### config.mk
export PLATFORM = sky130hd
export DESIGN_NAME = ffa_master
export DESIGN_NICKNAME = d
export VERILOG_FILES = /design/src/rtl/ffa_master.sv
export SDC_FILE = /design/constraint.sdc
export NUM_CORES = 1
export LEC_CHECK = 0
export ABC_AREA = 1
export CORE_MARGIN = 8
export CORE_UTILIZATION = 51
export DETAILED_ROUTE_END_ITERATION = 8
export PLACE_DENSITY_LB_ADDON = 0.05
export SYNTH_ARGS = -nofsm -noshare
export SYNTH_HDL_FRONTEND = slang
export SYNTH_SLANG_ARGS = --single-unit
### constraint.sdc
create_clock -name clk -period 4.4 [get_ports clk]
set_input_delay 1.1 -clock clk [delete_from_list [all_inputs] [get_ports clk]]
set_output_delay 1.1 -clock clk [all_outputs]
set_load 0.01 [all_outputs]
### src/rtl/ffa_master.sv
// ffa_master: single-outstanding request master for a flat array port.
// Reads that report an array error are re-issued up to RETRY_N times.
module ffa_master #(
   parameter int DATA_W  = 8,
   parameter int ADDR_W  = 3,
   parameter int RETRY_N = 2
) (
   input  logic              clk,
   input  logic              reset,
   input  logic              req_valid,
   output logic              req_ready,
   input  logic              req_wr,
   input  logic [ADDR_W-1:0] req_addr,
   input  logic [DATA_W-1:0] req_data,
   output logic              rsp_valid,
   input  logic              rsp_ready,
   output logic              rsp_wr,
   output logic [DATA_W-1:0] rsp_data,
   output logic              rsp_err,
   output logic              ffa_wr,
   output logic              ffa_rd,
   output logic [ADDR_W-1:0] ffa_addr,
   output logic [DATA_W-1:0] ffa_din,
   input  logic [DATA_W-1:0] ffa_dout,
   input  logic              ffa_error,
   output logic [15:0]       err_cnt
);

   localparam int RW = (RETRY_N < 1) ? 1 : $clog2(RETRY_N + 1);

   typedef enum logic [1:0] {
      IDLE,
      ISSUE,
      GAP,
      RESP
   } state_t;

   state_t              state_q;
   logic                wr_q;
   logic [ADDR_W-1:0]   addr_q;
   logic [DATA_W-1:0]   data_q;
   logic [RW-1:0]       retry_q;
   logic                req_ready_q;
   logic                rsp_valid_q;
   logic                rsp_wr_q;
   logic [DATA_W-1:0]   rsp_data_q;
   logic                rsp_err_q;
   logic                ffa_wr_q;
   logic                ffa_rd_q;
   logic [15:0]         err_cnt_q;

   logic                retry_d;
   logic [15:0]         err_cnt_d;
   logic [DATA_W-1:0]   rsp_data_d;

   // Retry decision, saturating error count and response data for ISSUE exit
   always_comb begin
      retry_d    = 1'b0;
      err_cnt_d  = err_cnt_q;
      rsp_data_d = '0;
      if (!wr_q && ffa_error && (int'(retry_q) < RETRY_N)) begin
         retry_d = 1'b1;
      end
      if (ffa_error && (err_cnt_q != 16'hFFFF)) begin
         err_cnt_d = err_cnt_q + 16'd1;
      end
      if (!wr_q) begin
         rsp_data_d = ffa_dout;
      end
   end

   // Request/response FSM with all outputs registered
   always_ff @(posedge clk or posedge reset) begin
      if (reset) begin
         state_q     <= IDLE;
         wr_q        <= 1'b0;
         addr_q      <= '0;
         data_q      <= '0;
         retry_q     <= '0;
         req_ready_q <= 1'b1;
         rsp_valid_q <= 1'b0;
         rsp_wr_q    <= 1'b0;
         rsp_data_q  <= '0;
         rsp_err_q   <= 1'b0;
         ffa_wr_q    <= 1'b0;
         ffa_rd_q    <= 1'b0;
         err_cnt_q   <= '0;
      end else begin
         case (state_q)
            IDLE: begin
               if (req_valid) begin
                  wr_q        <= req_wr;
                  addr_q      <= req_addr;
                  data_q      <= req_data;
                  retry_q     <= '0;
                  req_ready_q <= 1'b0;
                  ffa_wr_q    <= req_wr;
                  ffa_rd_q    <= ~req_wr;
                  state_q     <= ISSUE;
               end
            end
            ISSUE: begin
               ffa_wr_q <= 1'b0;
               ffa_rd_q <= 1'b0;
               if (retry_d) begin
                  retry_q <= retry_q + RW'(1);
                  state_q <= GAP;
               end else begin
                  rsp_valid_q <= 1'b1;
                  rsp_wr_q    <= wr_q;
                  rsp_data_q  <= rsp_data_d;
                  rsp_err_q   <= ffa_error;
                  err_cnt_q   <= err_cnt_d;
                  state_q     <= RESP;
               end
            end
            GAP: begin
               // only reads are ever retried
               ffa_rd_q <= 1'b1;
               state_q  <= ISSUE;
            end
            RESP: begin
               if (rsp_ready) begin
                  rsp_valid_q <= 1'b0;
                  retry_q     <= '0;
                  req_ready_q <= 1'b1;
                  state_q     <= IDLE;
               end
            end
            default: begin
               state_q     <= IDLE;
               req_ready_q <= 1'b1;
               rsp_valid_q <= 1'b0;
               ffa_wr_q    <= 1'b0;
               ffa_rd_q    <= 1'b0;
            end
         endcase
      end
   end

   assign req_ready = req_ready_q;
   assign rsp_valid = rsp_valid_q;
   assign rsp_wr    = rsp_wr_q;
   assign rsp_data  = rsp_data_q;
   assign rsp_err   = rsp_err_q;
   assign ffa_wr    = ffa_wr_q;
   assign ffa_rd    = ffa_rd_q;
   assign ffa_addr  = addr_q;
   assign ffa_din   = data_q;
   assign err_cnt   = err_cnt_q;

endmodule
# After elaboration in Yosys (flattened, before gate mapping)
# Index checks and enable logic that the tools add are counted.
dict set report word_totals {
  wordCells 64
  reg_bits 46
  out_inout_bits 41
  input_bits 25
}
dict set report classes {
  n_addsub 2
  eq_ne 8
  order_cmp 1
  muxes 19
  reduce_logical 19
  bitwise_logic 2
}
# op n
set op_table {}
lappend op_table {{$add 16x1->16 const B} 1}
lappend op_table {{$ne 16x16->1 const B} 1}
lappend op_table {{$reduce_and 2->1} 5}
lappend op_table {{$reduce_and 3->1} 3}
lappend op_table {{$mux 1} 8}
lappend op_table {{$mux 2} 4}
lappend op_table {{$mux 8} 1}
lappend op_table {{$ne 2x2->1 const B} 4}
lappend op_table {{$pmux 2 s4} 1}
lappend op_table {{$pmux 1 s2} 3}
lappend op_table {{$pmux 2 s3} 1}
lappend op_table {{$reduce_bool 2->1} 3}
lappend op_table {{$reduce_bool 3->1} 2}
lappend op_table {{$eq 2x2->1 const B} 2}
lappend op_table {{$reduce_and 4->1} 1}
lappend op_table {{$logic_and 1x1->1} 3}
lappend op_table {{$pmux 1 s3} 1}
lappend op_table {{$add 2x1->2 const B} 1}
lappend op_table {{$eq 2x1->1 const B} 1}
lappend op_table {{$logic_not 2->1} 1}
lappend op_table {{$lt 2x2->1 const B} 1}
lappend op_table {{$not 1->1} 2}
lappend op_table {{$logic_not 1->1} 1}

# Logic depth before layout (Yosys ltp)
dict set report depth {
  depth_word 6
  depth_mapped 9
  mapped_depth_nobuf 8
}

# Worst setup path before layout
# Ideal clock, no wire load.
dict set report synth_timing {
  path_type {input -> register}
  startpoint {input rsp_ready}
  endpoint {register retry_q[0]}
  t_arrival_ps 1730
  setup_slack_ps 2544
  setup_ps 126
  required_time_ps 4274
  path_buffers 0
  cell_stages 5
  cell_sequence {or2_2 > nand2_1 > inv_1 > nand3_1 > o21ai_0}
}
dict set report synth_between {
  elab_chain_len 2
}
# element line
set synth_rtl {}
lappend synth_rtl {{from (decl)} 16} ;# input logic rsp_ready,
lappend synth_rtl {{$ne 2x2->1 (no source line)} --}
lappend synth_rtl {{$reduce_and 4->1 (no source line)} --}
lappend synth_rtl {{to (signal assigned)} 106} ;# retry_q <= retry_q + RW'(1);
lappend synth_rtl {{to (decl)} 42} ;# logic [RW-1:0] retry_q;
# No other way between the ends.
# A chain may end at the register's enable or synchronous reset.

# Final worst setup path
dict set report layout_timing {
  startpoint {register req_ready_q (netlist: req_ready)}
  endpoint {output req_ready}
}
# element line
set layout_lines {}
lappend layout_lines {{from (decl)} 43} ;# logic req_ready_q;
lappend layout_lines {{from (signal assigned)} 80} ;# req_ready_q <= 1'b1;
lappend layout_lines {{from (signal assigned)} 96} ;# req_ready_q <= 1'b0;
lappend layout_lines {{from (signal assigned)} 126} ;# req_ready_q <= 1'b1;
lappend layout_lines {{to (decl)} 11} ;# output logic req_ready,
# No word-level cell between the ends.

==> run metrics <==
Worst slew margin=36.8%; reg2reg path depth=8; Antenna Cells=0; first-pass GRT wire length=9270 um; 1st-iter DRT viols=64; fmax=0.408 GHz; Avg Synthesized Cell Area=7.81 um2; Die Wd=83.0 um; Post-CTS Setup Bufs=0; largest family of logic cells by synthesized area=simple AND/OR/NAND/NOR gates; Worst Path Arrival=1.35 ns; post-route cell area=3080 um2; sequential share of power=38.3%; Yosys top cell by area=dfrtp_1; area of the core=4350 um2; Final Wtd Congestion=0.872; part of the power in the clock network=18.5%; FFs w/ async S/R, synth=100%; Final Net Count=389; Distinct cells, synth=23; CTS-repair resized insts=0; Finish-stage setup viols=0; Final Max Slew Viols=0; Synth top area share=49.2%; Worst Hold Class=reg2reg; sequential-to-total area share from yosys stat=50.4%; clock buffer count from CTS=5; most common library cells after synthesis=139 x nand2_1, 45 x dfrtp_1, 23 x o21ai_0; post-synthesis mux area share=0%; Clock Tree Buf Depth=2; Remaining Overflow, GRT=0; worst path bufs/invs=1; DRC Markers=0; initial antenna violation count=0; GRT Util Overall=16.0%; crit-path leading delay family=flip-flops; setup_tns=0 ns; Mapped Area=2290 um2; Max Cap Viol=0; Final Critical Period=2.45 ns; largest net degree at the start of global routing=47; clock-pin slew on the worst setup and hold paths=0.08 ns; 1st-pass router iterations=4; CTS Hold Bufs=0; Critical Path End Type=output pin; Layout Cells excl Fill=410; Root Buffer=clkbuf_8; fillers=375; crit path kind=reg2out; P&R area growth vs syn=34.4%; skew final=0.00599 ns; Mapped Nets=324; ys flop type=dfrtp_1; Simple-Gate Fraction of Synth Area=30.9%; TritonCTS Sinks=46; Post-synth EDFFs=0; Die ar.=6890 um2; Initial Utilization=52.6%; DR vias/cell=4.85; Compound-Gate Fraction of Synth Area=7.22%; layout cells sized above 1=5.31%; synthesized flop and latch total=46; post-route ant nets=0; result of the run=finished clean; Mapped Cells=293; Area contributors post-synth=dfrtp_1 49%, nand2_1 23%, o21ai_0 5.0%; Final period util=55.7%; WL/cell=13.0 um; Static Leak=1.45 nW; slowest stage cell, crit path=dfstp_2; I/O Buffers=65; Clk Latency, worst-skew pair=0.29 ns; Startpoint Class=register; final wirelength=5320 um; Switching Fraction=35.9%; Placed Instances=403; Post-Synth Adder-Cell Area=3.28%; Logic pwr share=43.2%; maximum vdd drop=0.000345 V; crit-path max FO=2; Synth Warn #=0; number of global-route vias before repair=1,986; most frequent cell after synthesis=nand2_1; Die Ht=83.0 um; Reg2Reg Setup Slack=2.50 ns; CTS tree=yes; routed via count=1,990; DP Wirelength=3850 um; row cnt=24; Area after DPL=2960 um2; htree depth=2; Largest stage delay, worst path=0.54 ns; Internal=1.10 mW; IO Count=66; worst path required time=3.30 ns; Worst Hold Depth=2; utilization after layout=70.6%; Least-Margin Pin Slew=0.948 ns; P_sw=0.615 mW; Synth Area in XOR/XNOR=2.68%; critical-path cell list=clkdlybuf4s50_1; RSZ-0062 raised after global routing=no; CP Depth=1; final hold violation count=0; PwrDens=558 nW/um2
## metrics by stage
| stage | hold WS, ns | worst slack (ns) | total power, mW |
|---|---|---|---|
| after floorplan | 0.453 | 2.21 | 1.08 |
| after global placement | 0.462 | 1.75 | 1.40 |
| after detailed placement | 0.464 | 1.72 | 1.42 |
| after global routing | 0.506 | 1.80 | 1.85 |
| final | 0.483 | 1.95 | 1.72 |
| after CTS | 0.486 | 1.93 | 1.74 |
## registers in the layout, summed over array words and instances, names as in the netlist, 2 cells and up
register / count
err_cnt: 16
ffa_addr: 3
ffa_din: 8
retry_q: 2
rsp_data: 8
state_q: 2
## cell families after synthesis
| group | count (synthesis) |
|---|---|
| flops | 46 |
| buf+inv | 29 |
| fa+ha+maj | 6 |
| compound gates | 30 |
| simple gates | 175 |
| xor+xnor | 7 |
## placed cells by master (no fill, tap or decap), drive strengths merged
master / n
o21ai: 24
inv: 22
bufinv: 1
clkdlybuf4s50: 65
o22ai: 1
a22oi: 1
nor2: 20
nand3: 7
xor2: 1
clkbuf: 6
ha: 6
or2: 3
nand2: 141
a21oi: 4
dfrtp: 45
xnor2: 6
nand4: 4
dfstp: 1
## per-layer routing
layer  routed length, um  track usage, %
met4                  83            6.07
met5                   0               0
met3                 296            5.27
met1                2520            19.9
met2                2420            25.0
## power groups by stage
stage	Clock (mW)	Sequential [mW]	Combinational, mW
after global placement	0	0.658	0.739
after CTS	0.326	0.657	0.756
after floorplan	0	0.711	0.366
final	0.317	0.658	0.741
after detailed placement	0	0.664	0.752
after global routing	0.341	0.677	0.834
## cell type report
type	instances	area [um2]	area share [%]
Clock inverter	1	30.0	0.976
Timing Repair Buffer	65	651	21.2
Tap cell	52	65.1	2.12
Inverter	22	85.1	2.77
Clock buffer	6	82.6	2.69
Sequential cell	46	1150	37.5
Multi-Input combinational cell	218	1010	32.8
## path summary, 6_finish.rpt
kind | start | to
setup / recovery | req_ready$_DFFE_PP1P_ | req_ready
hold / removal | rsp_valid$_DFFE_PP0P_ | rsp_valid$_DFFE_PP0P_
setup reg to reg | err_cnt[1]$_DFFE_PP0P_ | err_cnt[14]$_DFFE_PP0P_
hold reg to reg | rsp_valid$_DFFE_PP0P_ | rsp_valid$_DFFE_PP0P_
max in group asynchronous | reset | state_q[0]$_DFFE_PP0P_
min in group asynchronous | reset | ffa_din[1]$_DFFE_PP0P_
No activity file was read; power rests on OpenSTA's default activity.
